===== src/rtl/dice_counter_chain_if.sv =====
// Handshake bundle for the dice counter chain: control/load inputs and
// the registered count, sum and status pulses.
interface dice_counter_chain_if #(
   parameter int WIDTH = 3,
   parameter int NDICE = 2,
   parameter int SUMW  = 5
);
   logic                   en;
   logic                   up;
   logic                   load;
   logic [NDICE*WIDTH-1:0] load_val;
   logic [NDICE*WIDTH-1:0] count;
   logic [SUMW-1:0]        sum;
   logic                   wrap;
   logic                   load_err;

   // Driver side (testbench or surrounding logic)
   modport master (
      output en, up, load, load_val,
      input  count, sum, wrap, load_err
   );

   // Counter side
   modport slave (
      input  en, up, load, load_val,
      output count, sum, wrap, load_err
   );
endinterface


===== src/rtl/dice_counter_chain.sv =====
// Chain of NDICE dice (values 1..FACES) counting like an odometer.
// Die 0 steps on every enabled edge; die k steps in the same edge when all
// lower dice sit at their wrap boundary. Sum and status pulses are
// registered alongside the dice.
module dice_counter_chain #(
   parameter int FACES = 6,
   parameter int WIDTH = 3,
   parameter int NDICE = 2,
   parameter int SUMW  = 5
) (
   input  logic                 clock,
   input  logic                 reset,
   dice_counter_chain_if.slave  bus
);

   localparam logic [WIDTH-1:0] FACE_MAX = WIDTH'(FACES);
   localparam logic [WIDTH-1:0] ONE      = WIDTH'(1);

   logic [NDICE*WIDTH-1:0] count_q, count_d;
   logic [SUMW-1:0]        sum_q, sum_d;
   logic                   wrap_q, wrap_d;
   logic                   load_err_q, load_err_d;

   // Scratch values for the combinational chain walk
   logic [WIDTH-1:0]       die;
   logic [WIDTH-1:0]       digit;
   logic                   step;

   // Next-state: load sanitises digits, otherwise walk the carry/borrow chain
   always_comb begin
      // NOTE: every variable gets a default first so no path leaves it
      // unassigned, which would infer a latch.
      count_d    = count_q;
      wrap_d     = 1'b0;
      load_err_d = 1'b0;
      die        = '0;
      digit      = '0;
      step       = 1'b0;
      sum_d      = '0;

      if (bus.load) begin
         for (int k = 0; k < NDICE; k++) begin
            digit = bus.load_val[k*WIDTH +: WIDTH];
            if (digit == '0 || digit > FACE_MAX) begin
               count_d[k*WIDTH +: WIDTH] = ONE;
               load_err_d                = 1'b1;
            end else begin
               count_d[k*WIDTH +: WIDTH] = digit;
            end
         end
      end else if (bus.en) begin
         // NOTE: 'step' is a blocking temporary inside always_comb so each
         // loop iteration sees the carry produced by the dice below it.
         step = 1'b1;
         for (int k = 0; k < NDICE; k++) begin
            die = count_q[k*WIDTH +: WIDTH];
            if (step) begin
               if (bus.up)
                  count_d[k*WIDTH +: WIDTH] = (die == FACE_MAX) ? ONE : die + ONE;
               else
                  count_d[k*WIDTH +: WIDTH] = (die == ONE) ? FACE_MAX : die - ONE;
            end
            step = step && (die == (bus.up ? FACE_MAX : ONE));
         end
         // Carry out of the top die means every die wrapped this edge
         wrap_d = step;
      end

      for (int k = 0; k < NDICE; k++)
         sum_d = sum_d + SUMW'(count_d[k*WIDTH +: WIDTH]);
   end

   // State register with synchronous reset to all-ones dice
   always_ff @(posedge clock) begin
      // NOTE: sequential state uses non-blocking assignments so all
      // registers update together from pre-edge values.
      if (reset) begin
         count_q    <= {NDICE{ONE}};
         sum_q      <= SUMW'(NDICE);
         wrap_q     <= 1'b0;
         load_err_q <= 1'b0;
      end else begin
         count_q    <= count_d;
         sum_q      <= sum_d;
         wrap_q     <= wrap_d;
         load_err_q <= load_err_d;
      end
   end

   assign bus.count    = count_q;
   assign bus.sum      = sum_q;
   assign bus.wrap     = wrap_q;
   assign bus.load_err = load_err_q;

endmodule


===== src/flat_wrapper.sv =====
// flat-port wrapper written by rule: the top's interface ports become plain ports
module dice_counter_chain_flat 
#(
   parameter int FACES = 6,
   parameter int WIDTH = 3,
   parameter int NDICE = 2,
   parameter int SUMW  = 5
)
  (clock, reset, bus_en, bus_up, bus_load, bus_load_val, bus_count, bus_sum, bus_wrap, bus_load_err);
  dice_counter_chain_if #(.WIDTH(WIDTH), .NDICE(NDICE), .SUMW(SUMW)) bus_i ();
  input  logic clock;
  input  logic reset;
  input wire logic [$bits(bus_i.en)-1:0] bus_en;
  input wire logic [$bits(bus_i.up)-1:0] bus_up;
  input wire logic [$bits(bus_i.load)-1:0] bus_load;
  input wire logic [$bits(bus_i.load_val)-1:0] bus_load_val;
  output wire logic [$bits(bus_i.count)-1:0] bus_count;
  output wire logic [$bits(bus_i.sum)-1:0] bus_sum;
  output wire logic [$bits(bus_i.wrap)-1:0] bus_wrap;
  output wire logic [$bits(bus_i.load_err)-1:0] bus_load_err;
  assign bus_i.en = bus_en;
  assign bus_i.up = bus_up;
  assign bus_i.load = bus_load;
  assign bus_i.load_val = bus_load_val;
  assign bus_count = bus_i.count;
  assign bus_sum = bus_i.sum;
  assign bus_wrap = bus_i.wrap;
  assign bus_load_err = bus_i.load_err;
  dice_counter_chain #(.FACES(FACES), .WIDTH(WIDTH), .NDICE(NDICE), .SUMW(SUMW)) u_core (.clock(clock), .reset(reset), .bus(bus_i));
endmodule

===== config.mk =====
export PLATFORM = sky130hd
export DESIGN_NAME = dice_counter_chain_flat
export DESIGN_NICKNAME = d
export VERILOG_FILES = /design/src/rtl/dice_counter_chain_if.sv /design/src/rtl/dice_counter_chain.sv /design/src/flat_wrapper.sv
export SDC_FILE = /design/constraint.sdc
export NUM_CORES = 1
export LEC_CHECK = 0
export BUFFER_PORTS_ARGS = -buffer_cell sky130_fd_sc_hd__buf_4
export CAP_MARGIN = 10
export CORE_MARGIN = 2
export CORE_UTILIZATION = 30
export CTS_CLUSTER_SIZE = 8
export DETAILED_ROUTE_END_ITERATION = 10
export REMOVE_ABC_BUFFERS = 1
export SLEW_MARGIN = 20
export SYNTH_ARGS = -nofsm -noshare
export SYNTH_HDL_FRONTEND = slang
export SYNTH_SLANG_ARGS = --single-unit
export TNS_END_PERCENT = 1

===== constraint.sdc =====
create_clock -name clock -period 2.7 [get_ports clock]
set_clock_uncertainty 0.05 [all_clocks]
set_input_delay 0.54 -clock clock [delete_from_list [all_inputs] [get_ports clock]]
set_output_delay 0.54 -clock clock [all_outputs]
set_load 0.05 [all_outputs]

---- After elaboration in Yosys (flattened, before gate mapping) ----
Cells that the tools add are included.
operators by class
  equality and inequality tests ........... 6
  bitwise gates (word level) .............. 2
  shift operators ......................... 0
  muxes and demuxes ....................... 14
  add/subtract/negate cells ............... 5
  divide/modulo/power cells ............... 0
  reductions and logical operators ........ 7
  multipliers ............................. 0
  magnitude comparators ................... 2
operator list
  kind                                                                    number
  3-bit two-way mux                                                       10
  6-bit two-way mux                                                       2
  3-bit by 1-bit adder with 3-bit output (second input constant)          2
  3-bit by 1-bit equality test with 1-bit output (second input constant)  2
  3-bit equality test                                                     2
  3-bit equality test (second input constant)                             2
  3-bit greater-than comparator (second input constant)                   2
  3-bit logical NOT                                                       2
  3-bit by 1-bit subtractor with 3-bit output (second input constant)     2
  3-bit by 3-bit adder with 4-bit output                                  1
  3-bit OR reduction                                                      1
  1-bit logical OR                                                        2
  1-bit two-way mux                                                       2
  1-bit NOT                                                               2
  2-bit OR reduction                                                      1
  1-bit logical AND                                                       1
word-level totals
  bits in latches ......................... 0
  register bits after elaboration ......... 13
  input port bits ......................... 11
  logic and storage cells ................. 40
  memories ................................ 0
  RAM bits ................................ 0
  ROM bits ................................ 0

---- Logic depth before layout (Yosys ltp) ----
  word-level depth ........................ 7
  depth in mapped cells ................... 10

---- Worst setup path before layout ----
Ideal clock, no wire load.
  path type ............................... reg2reg
  start ................................... register u_core.count_q[3], in the netlist u_core.bus.count[3]
  end ..................................... register u_core.sum_q[1], in the netlist u_core.bus.sum[1]
  library setup time ...................... 123 ps
  stages on the path, launching flop included .. 10
  arrival time ............................ 2,555 ps
  period minus slack after synthesis ...... 2,729 ps
  required time ........................... 2,527 ps
  setup slack ............................. -29 ps
  path through ............................ dfxtp_1 inv_1 ha_1 nand2_1 a21boi_0 a211oi_1 nor3_1 ha_1 fa_1 or2_2
on the way
  word-level cells in the longest chain between the ends .. 7
  elaborated cells on any way between the ends .. 11
  those cells by class .................... add/sub: 3; eq/ne: 2; mux: 6
ends and longest elaborated chain
  what                                                                       line                                                text
  start: declaration                                                         dice_counter_chain.sv:19                            logic [NDICE*WIDTH-1:0] count_q, count_d;
  start signal: assignment                                                   dice_counter_chain.sv:78                            count_q <= {NDICE{ONE}};
  start signal: assignment                                                   dice_counter_chain.sv:83                            count_q <= count_d;
  3-bit by 1-bit subtractor with 3-bit output, or another cell as far along  dice_counter_chain.sv:61                            count_d[k*WIDTH +: WIDTH] = (die == ONE) ? FACE_MAX : die - ONE;
  3-bit two-way mux, on equally long branches                                dice_counter_chain.sv:61, dice_counter_chain.sv:59
  3-bit two-way mux                                                          dice_counter_chain.sv:58                            if (bus.up)
  3-bit two-way mux                                                          dice_counter_chain.sv:57                            if (step) begin
  6-bit two-way mux *                                                        dice_counter_chain.sv:51                            end else if (bus.en) begin
  6-bit two-way mux *                                                        dice_counter_chain.sv:41                            if (bus.load) begin
  via u_core.count_d[3]                                                      dice_counter_chain.sv:19
  3-bit by 3-bit adder with 4-bit output *                                   dice_counter_chain.sv:70                            sum_d = sum_d + SUMW'(count_d[k*WIDTH +: WIDTH]);
  via u_core.sum_d[1]                                                        dice_counter_chain.sv:20                            logic [SUMW-1:0] sum_q, sum_d;
  end signal: assignment                                                     dice_counter_chain.sv:79                            sum_q <= SUMW'(NDICE);
  end signal: assignment                                                     dice_counter_chain.sv:84                            sum_q <= sum_d;
  end: declaration                                                           dice_counter_chain.sv:20
The timed path passes the listed nets; every way through them passes the cells marked *.
A chain may end at the register's enable or synchronous reset.

---- Final worst setup path ----
  start ................................... register u_core.count_q[0], in the netlist u_core.bus.count[0]
  end ..................................... register u_core.sum_q[1], in the netlist u_core.bus.sum[1]
on the way
  elaborated cells on any way between the ends .. 12
  those cells by class .................... add/sub: 3; eq/ne: 3; mux: 6
RTL lines
  what                                    line                      text
  3-bit equality test                     dice_counter_chain.sv:63  step = step && (die == (bus.up ? FACE_MAX : ONE));
  3-bit two-way mux                       dice_counter_chain.sv:57
  6-bit two-way mux                       dice_counter_chain.sv:51
  6-bit two-way mux                       dice_counter_chain.sv:41
  via u_core.count_d[3]                   dice_counter_chain.sv:19
  3-bit by 3-bit adder with 4-bit output  dice_counter_chain.sv:70
  via u_core.sum_d[1]                     dice_counter_chain.sv:20
The timed path passes the listed nets, and every way through them passes these cells.

==> key figures <==
CTS
  – TritonCTS sink count: 12
  – CTS Buf Count: 3
  – Hold_buf cts: 0
  – Setup bufs post-CTS: 0
  – Htree depth: 1
  – Post-cts resize count: 0
  – Root buffer cell: clkbuf_4
  – CTS clock-pin slew for the worst setup and hold paths: 0.08 ns
  – Longest Clk Path Bufs: 2
  – Clk Latency, worst-skew pair: 0.28 ns
  – CTS tree: done

Floorplanning
  – Die height: 60.9 µm
  – Core area: 3080 µm²
  – Die area: 3710 µm²
  – Ports: 24
  – Die W: 60.9 µm
  – Std-Cell Rows: 20
  – Starting Density: about a third

STA
  – Fmax: 0.416 GHz
  – Final Cycle Share: 89.1%
  – Final count of pins violating max slew: 0
  – Final Hold Vio Count: 0
  – RSZ-0062 raised after global routing: no
  – PnR worst setup slack: 0.294 ns
  – Period minus WS final: 2.41 ns
  – Setup Viol. Count Final: 0
  – Setup TNS Final: 0 ns

GRT
  – Initial antenna violation count: 0
  – GRT overflow: 0
  – First-pass GRT wire length: about 3.8 mm
  – Overall Global Routing Usage: around an eighth
  – Pin count of the biggest net entering global routing: 17
  – Vias in the first global route: 834

Critical path
  – CP max FO: 5
  – Critical path's top delay family: simple AND/OR/NAND/NOR gates
  – Critical Path Max Stage Delay: between 0.4 and 0.5 ns
  – Buffers plus inverters on the worst setup path: 1
  – CP required: 2.80 ns
  – Crit-path slowest cell: fa_1
  – Critical path class: flip-flop to flip-flop
  – Data arrival, critical path: 2.51 ns
  – CP Cell Sequence: buf_4 -> nor4b_2 -> or2_4 -> a211oi_1 -> nor3_1 -> ha_1 -> fa_1 -> or2_2
  – Crit start category: flip-flop
  – Crit end category: flip-flop

Run status
  – Status: complete, no violations

Power
  – P per Cell Area: 456 nW/µm²
  – Flop pwr share: 37.7%
  – Combinational share of power: a little over two fifths
  – Leakage Power: 0.568 nW
  – Clock power share: 20.0%
  – Net Sw Frac: 39.0%
  – P_sw: 0.215 mW
  – Int Pwr: between 0.3 and 0.4 mW
  – Max VDD drop: ~0.19 mV

Synth
  – Post-synthesis simple-gate area fraction: 26.4%
  – Synthesized area: 972 µm²
  – Post-synth top area share: ~25%
  – Synth area leaders: dfxtp_1, ha_1, nand2_1
  – Adder-cell area share of the yosys netlist: 17.5%
  – Seq/Total Area, Yosys: 24.7%
  – Commonest cells in the netlist: dfxtp_1, ha_1, nand2_1
  – EDFF count, synth: 0
  – FF+latch count, synth: 12
  – Synth cell types: 38
  – Synth Area in Compound Gates: 22.9%
  – Commonest register cell after synthesis: dfxtp_1
  – Synth area leader: dfxtp_1
  – Largest family of logic cells by synthesized area: simple AND/OR/NAND/NOR gates
  – Fraction of registers with async set or reset after synthesis: 0%
  – Xor/xnor cell area share of the yosys netlist: 0.901%
  – Synth Instances: 121
  – Fraction of synthesized area in multiplexers: ~1.2%
  – Ys Warns: 0
  – Average size of a mapped cell: 8.03 µm²

Drt
  – Via count: 926
  – Remaining DRCs: 0
  – WL final: 2.14 mm
  – Antenna Nets Post-Route: 0
  – Drt via density: a little under 5
  – Initial DRC Count: 43
  – WL/cell: between 10 and 15 µm
  – Total iterations of the first detailed-routing run: 4

Placed design
  – Detail Placement HPWL: 1.71 mm
  – Dpl cell area: 1190 µm²
  – Pre-CTS setup slack: 0.0981 ns
  – Input/output buffers: 22
  – Routability cong.: 0.851

Finish
  – Fin nets: 170
  – Ant. Diodes: 0
  – Fillers: 331
  – Finished Cell Area: 1210 µm²
  – Layout area overhead: 24.3%
  – Fraction of layout cells with a size suffix above 1: 23.6%

Worst hold path
  – Min-Delay Path Class: input pin to flip-flop

Flow run
  – Max Cap Viol: 0
registers in the layout (all words and copies together), names as in the netlist:
signal,count
u_core.bus.sum,4
u_core.bus.load_err,1
u_core.bus.wrap,1
u_core.bus.count,6
power by group through the flow:
stage / logic (mW) / registers, mW / clock network, mW
floorplan: 0.0950 / 0.272 / 0
global placement: 0.232 / 0.211 / 0
detailed placement: 0.234 / 0.212 / 0
CTS: 0.235 / 0.208 / 0.111
global route: 0.259 / 0.210 / 0.120
finish: 0.233 / 0.207 / 0.110
metal layers:
| layer | track usage [%] | part of all wire, % | vias up |
|---|---|---|---|
| li1 | - | - | 478 |
| met4 | 5.59 | 2.2 | 0 |
| met3 | 2.13 | 3.9 | 5 |
| met2 | 20.1 | 46 | 24 |
| met5 | 0 | 0 | - |
| met1 | 18.8 | 48 | 419 |
final timing paths:
check	from	to	slack, ns	depth (start not counted)
worst max-delay path	u_core.bus.count[0]	u_core.bus.sum[1]	0.29	8
worst max register to register	u_core.bus.count[0]	u_core.bus.sum[1]	0.29	8
worst min-delay path	reset	u_core.bus.count[5]	0.45	2
worst min register to register	u_core.bus.count[4]	u_core.bus.wrap	0.68	4
area by class of cell:
type / count / area [µm²] / area share (%)
Multi-Input combinational cell: 97 / 673 / 55.7
Sequential cell: 12 / 240 / 19.9
Clock buffer: 3 / 22.5 / 1.86
Inverter: 6 / 22.5 / 1.86
Tap cell: 44 / 55.1 / 4.55
Timing Repair Buffer: 26 / 195 / 16.1
worst register-to-register path, cell delays in order, from the launching register on:
cell and delay [ns]:
dfxtp_1 0.33, buf_4 0.15, nor4b_2 0.16, or2_4 0.27, a211oi_1 0.29, nor3_1 0.11, ha_1 0.23, fa_1 0.42
or2_2 0.27
stage by stage:
stage	total power [mW]	utilization [%]	hold WS [ns]	instances
2_1_floorplan	0.367	-	0.559	115
3_3_place_gp	0.443	38.5	0.663	185
3_5_place_dp	0.446	38.5	0.668	185
4_1_cts	0.554	39.3	0.459	188
5_1_grt	0.590	39.3	0.471	188
6_report	0.551	39.3	0.454	188
layout by cell type (no fill, tap or decap), drive strengths merged, types with 2 or more instances in the layout:
cell,count
a211o,3
a211oi,2
a21o,2
a21oi,5
a31oi,5
buf,26
clkbuf,3
dfxtp,12
ha,12
inv,6
nand2,10
nand2b,2
nand3,7
nor2,8
nor2b,6
nor3,7
o211a,2
o21ai,7
o31ai,2
or2,2
kinds of logic (layout without fill, tap and decap cells):
kind of cell | Yosys count | after routing
simple gates | 48 | 48
compound gates | 33 | 33
fa+ha+maj | 13 | 13
flops | 12 | 12
buf+inv | 12 | 35
other cells | 1 | 1
xor+xnor | 1 | 1
mux | 1 | 1
Note: power is estimated with default switching activity, not from simulation.
